## src/rtl/mux_monitor_pkg.sv

```systemverilog
// Shared definitions for the multiplexed dice / traffic-light monitor.
// Holds the light phase encoding, the four legal light patterns
// ({red,amber,green}), the tracker state enum and small decode helpers.
package mux_monitor_pkg;

  localparam logic [1:0] PH_RED       = 2'd0;
  localparam logic [1:0] PH_RED_AMBER = 2'd1;
  localparam logic [1:0] PH_GREEN     = 2'd2;
  localparam logic [1:0] PH_AMBER     = 2'd3;

  localparam logic [2:0] PAT_RED       = 3'b100;
  localparam logic [2:0] PAT_RED_AMBER = 3'b110;
  localparam logic [2:0] PAT_GREEN     = 3'b001;
  localparam logic [2:0] PAT_AMBER     = 3'b010;

  typedef enum logic [2:0] {
    TRK_UNLOCKED,
    TRK_RED,
    TRK_RED_AMBER,
    TRK_GREEN,
    TRK_AMBER
  } trk_state_e;

  // Illegal patterns map to TRK_UNLOCKED, which doubles as the "not legal" flag.
  function automatic trk_state_e pat_to_state(input logic [2:0] pat);
    case (pat)
      PAT_RED:       return TRK_RED;
      PAT_RED_AMBER: return TRK_RED_AMBER;
      PAT_GREEN:     return TRK_GREEN;
      PAT_AMBER:     return TRK_AMBER;
      default:       return TRK_UNLOCKED;
    endcase
  endfunction

  function automatic logic [1:0] state_to_phase(input trk_state_e st);
    case (st)
      TRK_RED_AMBER: return PH_RED_AMBER;
      TRK_GREEN:     return PH_GREEN;
      TRK_AMBER:     return PH_AMBER;
      default:       return PH_RED;
    endcase
  endfunction

  function automatic trk_state_e next_state(input trk_state_e st);
    case (st)
      TRK_RED:       return TRK_RED_AMBER;
      TRK_RED_AMBER: return TRK_GREEN;
      TRK_GREEN:     return TRK_AMBER;
      TRK_AMBER:     return TRK_RED;
      default:       return TRK_UNLOCKED;
    endcase
  endfunction

endpackage

```

## src/rtl/mux_monitor_if.sv

```systemverilog
// Bundle of the monitored stream (sel, result) and all monitor responses.
// master: stream source / observer; slave: the monitor itself.
interface mux_monitor_if #(
  parameter int ERR_W = 8
) ();
  logic             sel;
  logic [2:0]       result;
  logic [2:0]       dice_q;
  logic             dice_chg;
  logic             dice_err;
  logic [2:0]       lights_q;
  logic [1:0]       phase;
  logic             locked;
  logic             seq_err;
  logic [ERR_W-1:0] err_cnt;

  modport master (
    output sel, result,
    input  dice_q, dice_chg, dice_err, lights_q, phase, locked, seq_err, err_cnt
  );

  modport slave (
    input  sel, result,
    output dice_q, dice_chg, dice_err, lights_q, phase, locked, seq_err, err_cnt
  );
endinterface

```

## src/rtl/mux_monitor_tracker.sv

```systemverilog
// light_seq_tracker: follows the traffic-light sequence on the light samples.
// Ports: clk, rst (sync, active-low), sel_i (sample is a light pattern),
// first_i (first light sample after sel rose), result_i (pattern),
// phase_o/locked_o/lights_o/seq_err_o (registered responses),
// seq_err_nxt_o (error decision for this cycle, feeds the shared counter).
//
// state         | meaning
// TRK_UNLOCKED  | not synchronised; next legal pattern sets the phase
// TRK_RED       | locked, showing 100
// TRK_RED_AMBER | locked, showing 110
// TRK_GREEN     | locked, showing 001
// TRK_AMBER     | locked, showing 010
module light_seq_tracker
  import mux_monitor_pkg::*;
(
  input  logic       clk,
  input  logic       rst,
  input  logic       sel_i,
  input  logic       first_i,
  input  logic [2:0] result_i,
  output logic [1:0] phase_o,
  output logic       locked_o,
  output logic [2:0] lights_o,
  output logic       seq_err_o,
  output logic       seq_err_nxt_o
);

  trk_state_e state_q, state_d;
  logic [1:0] phase_q, phase_d;
  logic       locked_q, locked_d;
  logic [2:0] lights_q, lights_d;
  logic       seq_err_q, seq_err_d;
  trk_state_e tgt;

  assign tgt = pat_to_state(result_i);

  always_ff @(posedge clk) begin
    if (!rst) begin
      state_q   <= TRK_UNLOCKED;
      phase_q   <= PH_RED;
      locked_q  <= 1'b0;
      lights_q  <= 3'b000;
      seq_err_q <= 1'b0;
    end else begin
      state_q   <= state_d;
      phase_q   <= phase_d;
      locked_q  <= locked_d;
      lights_q  <= lights_d;
      seq_err_q <= seq_err_d;
    end
  end

  always_comb begin
    state_d   = state_q;
    phase_d   = phase_q;
    locked_d  = locked_q;
    lights_d  = lights_q;
    seq_err_d = 1'b0;
    if (sel_i) begin
      // A fresh light stream is never order-checked against stale state.
      if (first_i || state_q == TRK_UNLOCKED) begin
        if (tgt != TRK_UNLOCKED) begin
          state_d  = tgt;
          phase_d  = state_to_phase(tgt);
          lights_d = result_i;
          locked_d = 1'b1;
        end else begin
          state_d   = TRK_UNLOCKED;
          locked_d  = 1'b0;
          seq_err_d = 1'b1;
        end
      end else if (tgt != state_q) begin
        if (tgt != TRK_UNLOCKED && tgt == next_state(state_q)) begin
          state_d  = tgt;
          phase_d  = state_to_phase(tgt);
          lights_d = result_i;
        end else begin
          // Lose sync but keep the last good phase/pattern visible.
          state_d   = TRK_UNLOCKED;
          locked_d  = 1'b0;
          seq_err_d = 1'b1;
        end
      end
    end
  end

  assign phase_o       = phase_q;
  assign locked_o      = locked_q;
  assign lights_o      = lights_q;
  assign seq_err_o     = seq_err_q;
  assign seq_err_nxt_o = seq_err_d;

endmodule

```

## src/rtl/mux_monitor.sv

```systemverilog
// mux_monitor: checks a stream multiplexing dice values (sel=0) and
// traffic-light patterns (sel=1). Dice checking, the sel history and the
// saturating error counter live here; light sequencing is in light_seq_tracker.
// Ports: clk, rst (sync, active-low), bus (slave modport of mux_monitor_if).
module mux_monitor
  import mux_monitor_pkg::*;
#(
  parameter int ERR_W = 8
) (
  input  logic         clk,
  input  logic         rst,
  mux_monitor_if.slave bus
);

  logic             sel_prev_q;
  logic [2:0]       dice_val_q, dice_val_d;
  logic             dice_chg_q, dice_chg_d;
  logic             dice_err_q, dice_err_d;
  logic [ERR_W-1:0] err_cnt_q, err_cnt_d;
  logic             first_light;
  logic             seq_err_nxt;
  logic [1:0]       trk_phase;

  assign first_light = bus.sel & ~sel_prev_q;

  light_seq_tracker u_tracker (
    .clk           (clk),
    .rst           (rst),
    .sel_i         (bus.sel),
    .first_i       (first_light),
    .result_i      (bus.result),
    .phase_o       (trk_phase),
    .locked_o      (bus.locked),
    .lights_o      (bus.lights_q),
    .seq_err_o     (bus.seq_err),
    .seq_err_nxt_o (seq_err_nxt)
  );

  always_comb begin
    dice_val_d = dice_val_q;
    dice_chg_d = 1'b0;
    dice_err_d = 1'b0;
    if (!bus.sel) begin
      if (bus.result == 3'd0 || bus.result == 3'd7) begin
        dice_err_d = 1'b1;
      end else if (bus.result != dice_val_q) begin
        dice_val_d = bus.result;
        dice_chg_d = 1'b1;
      end
    end
  end

  // dice_err_d and seq_err_nxt depend on opposite sel values, so at most one
  // fires per cycle and a single increment suffices.
  always_comb begin
    err_cnt_d = err_cnt_q;
    if ((dice_err_d || seq_err_nxt) && err_cnt_q != {ERR_W{1'b1}}) begin
      err_cnt_d = err_cnt_q + 1'b1;
    end
  end

  always_ff @(posedge clk) begin
    if (!rst) begin
      sel_prev_q <= 1'b0;
      dice_val_q <= 3'd0;
      dice_chg_q <= 1'b0;
      dice_err_q <= 1'b0;
      err_cnt_q  <= '0;
    end else begin
      sel_prev_q <= bus.sel;
      dice_val_q <= dice_val_d;
      dice_chg_q <= dice_chg_d;
      dice_err_q <= dice_err_d;
      err_cnt_q  <= err_cnt_d;
    end
  end

  assign bus.dice_q   = dice_val_q;
  assign bus.dice_chg = dice_chg_q;
  assign bus.dice_err = dice_err_q;
  assign bus.err_cnt  = err_cnt_q;
  assign bus.phase    = (trk_phase == PH_RED) ? PH_RED : trk_phase;

endmodule
```

## src/flat_wrapper.sv

```systemverilog
// flat-port wrapper written by rule: the top's interface ports become plain ports
module mux_monitor_flat import mux_monitor_pkg::*;
#(
  parameter int ERR_W = 8
)
  (clk, rst, bus_sel, bus_result, bus_dice_q, bus_dice_chg, bus_dice_err, bus_lights_q, bus_phase, bus_locked, bus_seq_err, bus_err_cnt);
  mux_monitor_if #(.ERR_W(ERR_W)) bus_i ();
  input  logic clk;
  input  logic rst;
  input wire logic [$bits(bus_i.sel)-1:0] bus_sel;
  input wire logic [$bits(bus_i.result)-1:0] bus_result;
  output wire logic [$bits(bus_i.dice_q)-1:0] bus_dice_q;
  output wire logic [$bits(bus_i.dice_chg)-1:0] bus_dice_chg;
  output wire logic [$bits(bus_i.dice_err)-1:0] bus_dice_err;
  output wire logic [$bits(bus_i.lights_q)-1:0] bus_lights_q;
  output wire logic [$bits(bus_i.phase)-1:0] bus_phase;
  output wire logic [$bits(bus_i.locked)-1:0] bus_locked;
  output wire logic [$bits(bus_i.seq_err)-1:0] bus_seq_err;
  output wire logic [$bits(bus_i.err_cnt)-1:0] bus_err_cnt;
  assign bus_i.sel = bus_sel;
  assign bus_i.result = bus_result;
  assign bus_dice_q = bus_i.dice_q;
  assign bus_dice_chg = bus_i.dice_chg;
  assign bus_dice_err = bus_i.dice_err;
  assign bus_lights_q = bus_i.lights_q;
  assign bus_phase = bus_i.phase;
  assign bus_locked = bus_i.locked;
  assign bus_seq_err = bus_i.seq_err;
  assign bus_err_cnt = bus_i.err_cnt;
  mux_monitor #(.ERR_W(ERR_W)) u_core (.clk(clk), .rst(rst), .bus(bus_i));
endmodule
```

## config.mk

```make
export PLATFORM = sky130hd
export DESIGN_NAME = mux_monitor_flat
export DESIGN_NICKNAME = d
export VERILOG_FILES = /design/src/rtl/mux_monitor_pkg.sv /design/src/rtl/mux_monitor_if.sv /design/src/rtl/mux_monitor_tracker.sv /design/src/rtl/mux_monitor.sv /design/src/flat_wrapper.sv
export SDC_FILE = /design/constraint.sdc
export NUM_CORES = 1
export LEC_CHECK = 0
export CORE_ASPECT_RATIO = 0.6
export CORE_UTILIZATION = 43
export DETAILED_ROUTE_END_ITERATION = 6
export PLACE_DENSITY = 0.68
export SLEW_MARGIN = 20
export SYNTH_ARGS = -nofsm -noshare
export SYNTH_HDL_FRONTEND = slang
export SYNTH_SLANG_ARGS = --single-unit
```

## constraint.sdc

```tcl
create_clock -name clk -period 4.13 [get_ports clk]
set_input_delay 0.6195 -clock clk [delete_from_list [all_inputs] [get_ports clk]]
set_output_delay 0.6195 -clock clk [all_outputs]
set_load 0.01 [all_outputs]
```

==> results of run 1 <==
-- cell families (layout without fill, tap and decap cells) --
| family | count (synthesis) | count (layout) | synth area share [%] |
|---|---|---|---|
| xor+xnor | 3 | 3 | 1.87 |
| fa+ha+maj | 1 | 1 | 0.890 |
| simple gates | 73 | 73 | 28.8 |
| mux | 9 | 9 | 6.41 |
| compound gates | 40 | 40 | 20.7 |
| buf+inv | 20 | 36 | 7.21 |
| flops | 24 | 24 | 34.2 |
-- synthesized netlist by cell type (3+ instances only) --
cell type | instances | area (um^2)
o21ai_0 | 9 | 45.0
or2_2 | 4 | 25.0
or3_1 | 4 | 25.0
inv_1 | 7 | 26.3
dfxtp_1 | 24 | 480
clkbuf_1 | 4 | 15.0
nand2_1 | 7 | 26.3
a21oi_1 | 15 | 75.1
buf_2 | 6 | 30.0
nand3_1 | 7 | 35.0
nor2b_1 | 3 | 18.8
nor2_1 | 23 | 86.3
nor3_1 | 5 | 25.0
nand4_1 | 3 | 18.8
nand2b_1 | 4 | 25.0
mux2i_1 | 9 | 90.1
-- registers in the layout, summed over array words and instances, names as in the netlist --
register	count
u_core.sel_prev_q	1
u_core.u_tracker.seq_err_o	1
u_core.bus.dice_chg	1
u_core.u_tracker.phase_o	2
u_core.bus.dice_q	3
u_core.u_tracker.locked_o	1
u_core.u_tracker.state_q	3
u_core.u_tracker.lights_o	3
u_core.bus.err_cnt	8
u_core.bus.dice_err	1
-- final cells by class --
class                           instances  area [um^2]
Inverter                                7         26.3
Timing Repair Buffer                   25          250
Multi-Input combinational cell        126          823
Sequential cell                        24          480
Clock inverter                          1         30.0
Tap cell                               42         52.6
Clock buffer                            3         41.3
Fill cell                             257         1280
-- per-stage QoR --
step	instance area, um^2	power, W
2_1_floorplan	1410	0.000361
3_3_place_gp	1630	0.000397
3_5_place_dp	1630	0.000401
4_1_cts	1700	0.000609
5_1_grt	1700	0.000637
6_report	1700	0.000607
-- power groups by stage --
stage,Clock [W],Combinational (W),Sequential [W]
after floorplan,0,0.0000953,0.000265
after global placement,0,0.000133,0.000264
after detailed placement,0,0.000136,0.000265
after CTS,0.000213,0.000137,0.000260
after global routing,0.000225,0.000150,0.000262
final,0.000211,0.000137,0.000260
-- final timing paths --
path	from	to	slack (ps)	cells past startpoint
max	bus_result[1]	u_core.bus.err_cnt[5]$_SDFFE_PN0P_	1060	7
min reg2reg	u_core.u_tracker.locked_o$_SDFFE_PN0P_	u_core.u_tracker.locked_o$_SDFFE_PN0P_	480	2
min	u_core.u_tracker.locked_o$_SDFFE_PN0P_	u_core.u_tracker.locked_o$_SDFFE_PN0P_	480	2
max reg2reg	u_core.u_tracker.state_q[0]$_SDFFE_PN0P_	u_core.bus.err_cnt[5]$_SDFFE_PN0P_	1970	6
-- metal layers --
layer,track usage [%],routed length [um]
met5,0,0
met4,5.93,44
met3,5.03,189
met2,28.1,1320
met1,31.2,1680
-- worst max-delay path, stage by stage --
cell	delay (ps)
clkdlybuf4s50_1	880
or3b_2	520
or2_2	320
a31o_1	250
o211ai_2	370
or4_1	180
a21oi_1	60
==> results.md, run 1 <==
- Status: finished clean
- Num CTS Buffers: 3
- Post-synth EDFFs: 0
- Initial antenna violation count: 0
- Layout Nets: 194
- Hold Path Class: flip-flop to flip-flop
- Site Rows: 15
- Die area: 0.00351 mm^2
- # DRC: 0
- Combinational share of power: 22.5%
- Clk slew on worst S/H paths: 90 ps
- P_sw: 0.000165 W
- First-pass GRT wire length: 5270 um
- Initial drt markers: 68
- Slew @ Worst Pin: 713 ps
- Predominant post-synthesis flop cell: dfxtp_1
- Max Buffers Root-to-Sink: 2
- Hold Worst Slack: 478 ps
- Final Hold Vio Count: 0
- Vias in the first global route: 1110
- CTS H-Tree Depth: 1
- LEAKAGE: 0.628 nW
- GRT Overall Usage: 20.6%
- Post-DR vias/cell: 5.54
- Skew-Pair Late Insertion Delay: 270 ps
- Syn Inst Count: 170
- Clock share of power: 34.7%
- Slew Limit Fails: 0
- Post-CTS Resized: 0
- Die Y: 46.3 um
- Final setup vio count: 0
- DRT Wirelength: 3230 um
- Share of layout cells above drive strength 1: 9.68%
- Async SR Flop Fraction: 0%
- Avg Cell Area, Syn: 8.27 um^2
- Via count: 1264
- Yosys reg bits: 24
- CTS tree: built
- Tcrit/Tclk final: 74.4%
- CTS Hold Buffers Added: 0
- Final Skew: 5.52 ps
- Starting Density: 47.1%
- Wire length per cell: 14.2 um
- Switching Fraction: 27.2%
- Synth Cell Area: 0.00141 mm^2
- Cells after DPL: 224
- Net Count, Synth: 177
- Congestion Overflow GR: 0
- Die X: 75.8 um
- Placed wire-length estimate: 2270 um
- Core area: 0.00298 mm^2
- Postcts setup bufs: 0
- Peak VDD IR: 190 uV
- Commonest non-fill, non-tap cell in the layout: clkdlybuf4s50_1
- Max-cap violation count: 0
- CP Launch Type: input port
- Largest net degree at the start of global routing: 23
- Sink Count: 24
- Relative slew slack: 52.4%
- DP Worst Slack: 822 ps
- Crit path max fanout: 20
- Most frequent cells in the layout: clkdlybuf4s50_1, dfxtp_1, nor2_1
- Pwr/cell area: 356 mW/mm^2
- P_int: 0.000442 W
- Core Util, Final: 57.1%
- Final worst setup slack: 1060 ps
- Final std cells w/o fill: 228
- Clock root buffer master: clkbuf_8
- WP data arrival: 3200 ps
- Distinct cells, synth: 45
- Ant. Diodes: 0
- Critical path endpoint category: flip-flop
- Worst path required time: 4260 ps
- Port buffer count: 25
- Yosys warning total: 0
- GPL Wtd Cong: 0.810
- Setup TNS Final: 0 ps
- Drt first pass iters: 4
- Post-DRT Antenna Nets: 0
- Crit path time final: 3070 ps
- Crit Path Category: input port to flip-flop
- Register area share after synthesis: 34.2%
- Sequential Power Share: 42.8%
- I/O pins: 26
- Max Fclk: 325 MHz
- P&R area growth vs syn: 21.3%
- RSZ-0062 raised after global routing: no
No activity file was read; power rests on OpenSTA's default activity.
==> run 2, diff against run 1 <==
==> constraint.sdc (replaced) <==
create_clock -name clk -period 3.1 [get_ports clk]
set_input_delay 0.465 -clock clk [delete_from_list [all_inputs] [get_ports clk]]
set_output_delay 0.465 -clock clk [all_outputs]
set_load 0.01 [all_outputs]
==> results.md, run 2 (synthesized netlist as in run 1, its figures left out) <==
- Site Rows: 15 (unchanged)
- Peak VDD IR: 229 uV (+20%)
- LEAKAGE: 0.647 nW (+3.1%)
- Initial antenna violation count: 0 (unchanged)
- Max incr delay on CP: 490 ps (-390 ps)
- Initial drt markers: 55 (-19%)
- WP buf/inv: 2 (+1)
- Slew Limit Fails: 0 (unchanged)
- Post-DR vias/cell: 5.39 (-2.8%)
- Clock root buffer master: clkbuf_8
- Final setup vio count: 0 (unchanged)
- Pwr/cell area: 470 mW/mm^2 (+32%)
- Crit-path cells: clkdlybuf4s50_1 -> buf_4 -> or3_4 -> o211ai_2 -> nor3b_4 -> o211ai_2 -> or4_1 -> a21oi_1
- Max Fclk: 385 MHz
- Crit path max fanout: 11 (-45%)
- Max reg flops: 8 (unchanged)
- Slew @ Worst Pin: 707 ps (-5.64 ps)
- Starting Density: 47.1% (unchanged)
- Clk slew on worst S/H paths: 100 ps (about the same)
- Layout Nets: 198 (+2.1%)
- Tcrit/Tclk final: 83.9%
- GRT Overall Usage: 20.3% (-0.28 points)
- Post-DRT Antenna Nets: 0 (unchanged)
- CTS H-Tree Depth: 1 (unchanged)
- Die X: 75.8 um (unchanged)
- Congestion Overflow GR: 0 (unchanged)
- Max Buffers Root-to-Sink: 2 (unchanged)
- Max-cap violation count: 0 (unchanged)
- Ant. Diodes: 0 (unchanged)
- Fillers: 272 (+5.8%)
- CTS tree: built
- First-pass GRT wire length: 5160 um (-2.1%)
- Status: finished clean
- Postcts setup bufs: 0 (unchanged)
- Final worst setup slack: 500 ps (-558 ps)
- Crit Path Category: input port to flip-flop
- Drt first pass iters: 4 (unchanged)
- Skew-Pair Late Insertion Delay: 270 ps (about the same)
- Num CTS Buffers: 3 (unchanged)
- Placed wire-length estimate: 2440 um (+7.6%)
- Die Y: 46.3 um (unchanged)
- WP data arrival: 2800 ps (-400 ps)
- P&R area growth vs syn: 23.4%
- DRT Wirelength: 3360 um (+4.0%)
- CP Launch Type: input port
- Share of layout cells above drive strength 1: 11.6% (+1.9 points)
- Critical path endpoint category: flip-flop
- Top Family by Delay on Critical Path: simple AND/OR/NAND/NOR gates
- Final Skew: 9.02 ps (+3.50 ps)
- Port buffer count: 25 (unchanged)
- # DRC: 0 (unchanged)
- Crit-path slowest cell: clkdlybuf4s50_1
- Via count: 1250 (-1.1%)
- GPL Wtd Cong: 0.849 (+4.8%)
- Post-CTS Resized: 0 (unchanged)
- Setup TNS Final: 0 ps (unchanged)
- Largest net degree at the start of global routing: 23 (unchanged)
- Final Hold Vio Count: 0 (unchanged)
- CTS Hold Buffers Added: 0 (unchanged)
- Crit path time final: 2600 ps
- Sink Count: 24 (unchanged)
- Wire length per cell: 14.5 um (+2.2%)
- Core area: 0.00298 mm^2 (unchanged)
- Worst path required time: 3300 ps (-960 ps)
- Commonest non-fill, non-tap cell in the layout: clkdlybuf4s50_1
- Relative slew slack: 52.8% (+0.38 points)
- I/O pins: 26 (unchanged)
- Cell mode on critical path: o211ai_2
- RSZ-0062 raised after global routing: no
- Most frequent cells in the layout: clkdlybuf4s50_1, dfxtp_1, nor2_1
- Hold Path Class: flip-flop to flip-flop
- DP Worst Slack: 264 ps (-558 ps)
- Die area: 0.00351 mm^2 (unchanged)
- Vias in the first global route: 1089 (-1.9%)
-- run 2: cell count changes in the layout (fill, tap and decap cells not counted), sizes merged --
cell and delta:
buf +4
-- run 2: final cells by class --
type,count,area [um^2],share of cell area (%)
clock inverters,1,30.0,1.73
inverters,7,26.3,1.52
well taps,42,52.6,3.03
repair buffers,29,280,16.2
multi-input cells,126,823,47.5
flip-flops and latches,24,480,27.7
clock buffers,3,41.3,2.38
-- run 2: path summary, 6_finish.rpt --
path | startpoint | endpoint | slack, ps | depth (start not counted)
worst max-delay path | bus_result[0] | u_core.bus.err_cnt[5]$_SDFFE_PN0P_ | 500 | 8
worst min-delay path | u_core.u_tracker.locked_o$_SDFFE_PN0P_ | u_core.u_tracker.locked_o$_SDFFE_PN0P_ | 500 | 2
worst max register to register | u_core.u_tracker.state_q[0]$_SDFFE_PN0P_ | u_core.bus.err_cnt[5]$_SDFFE_PN0P_ | 890 | 6
worst min register to register | u_core.u_tracker.locked_o$_SDFFE_PN0P_ | u_core.u_tracker.locked_o$_SDFFE_PN0P_ | 500 | 2
-- run 2: routing by layer --
layer / vias to the layer above / track usage, % / wire, um
li1: 638 / - / -
met1: 582 / 28.3 / 1830
met2: 26 / 31.2 / 1380
met3: 4 / 5.25 / 128
met4: 0 / 5.19 / 16
met5: - / 0 / 0
-- run 2: power by group --
group | internal [W] | switching [W] | total [W]
clock | 0.000173 | 0.000108 | 0.000281
combinational | 0.0000917 | 0.0000957 | 0.000187
sequential | 0.000328 | 0.0000186 | 0.000346
-- run 2: worst register-to-register path, delay by kind of cell, from the launching register on --
family             cells  cell delay (ps)
DFF                    1              480
AOI/OAI and AO/OA      3              570
and+or+nand+nor        3             1080
-- run 2: metrics by stage --
stage,power [W],instances,area (um^2),util (%),hold WS (ps)
6_report,0.000815,232,1730,58.1,497
5_1_grt,0.000852,232,1730,58.1,534
4_1_cts,0.000817,232,1730,58.1,501
3_5_place_dp,0.000538,228,1660,55.7,487
3_3_place_gp,0.000536,228,1660,55.7,459
2_1_floorplan,0.000481,170,1410,-,462
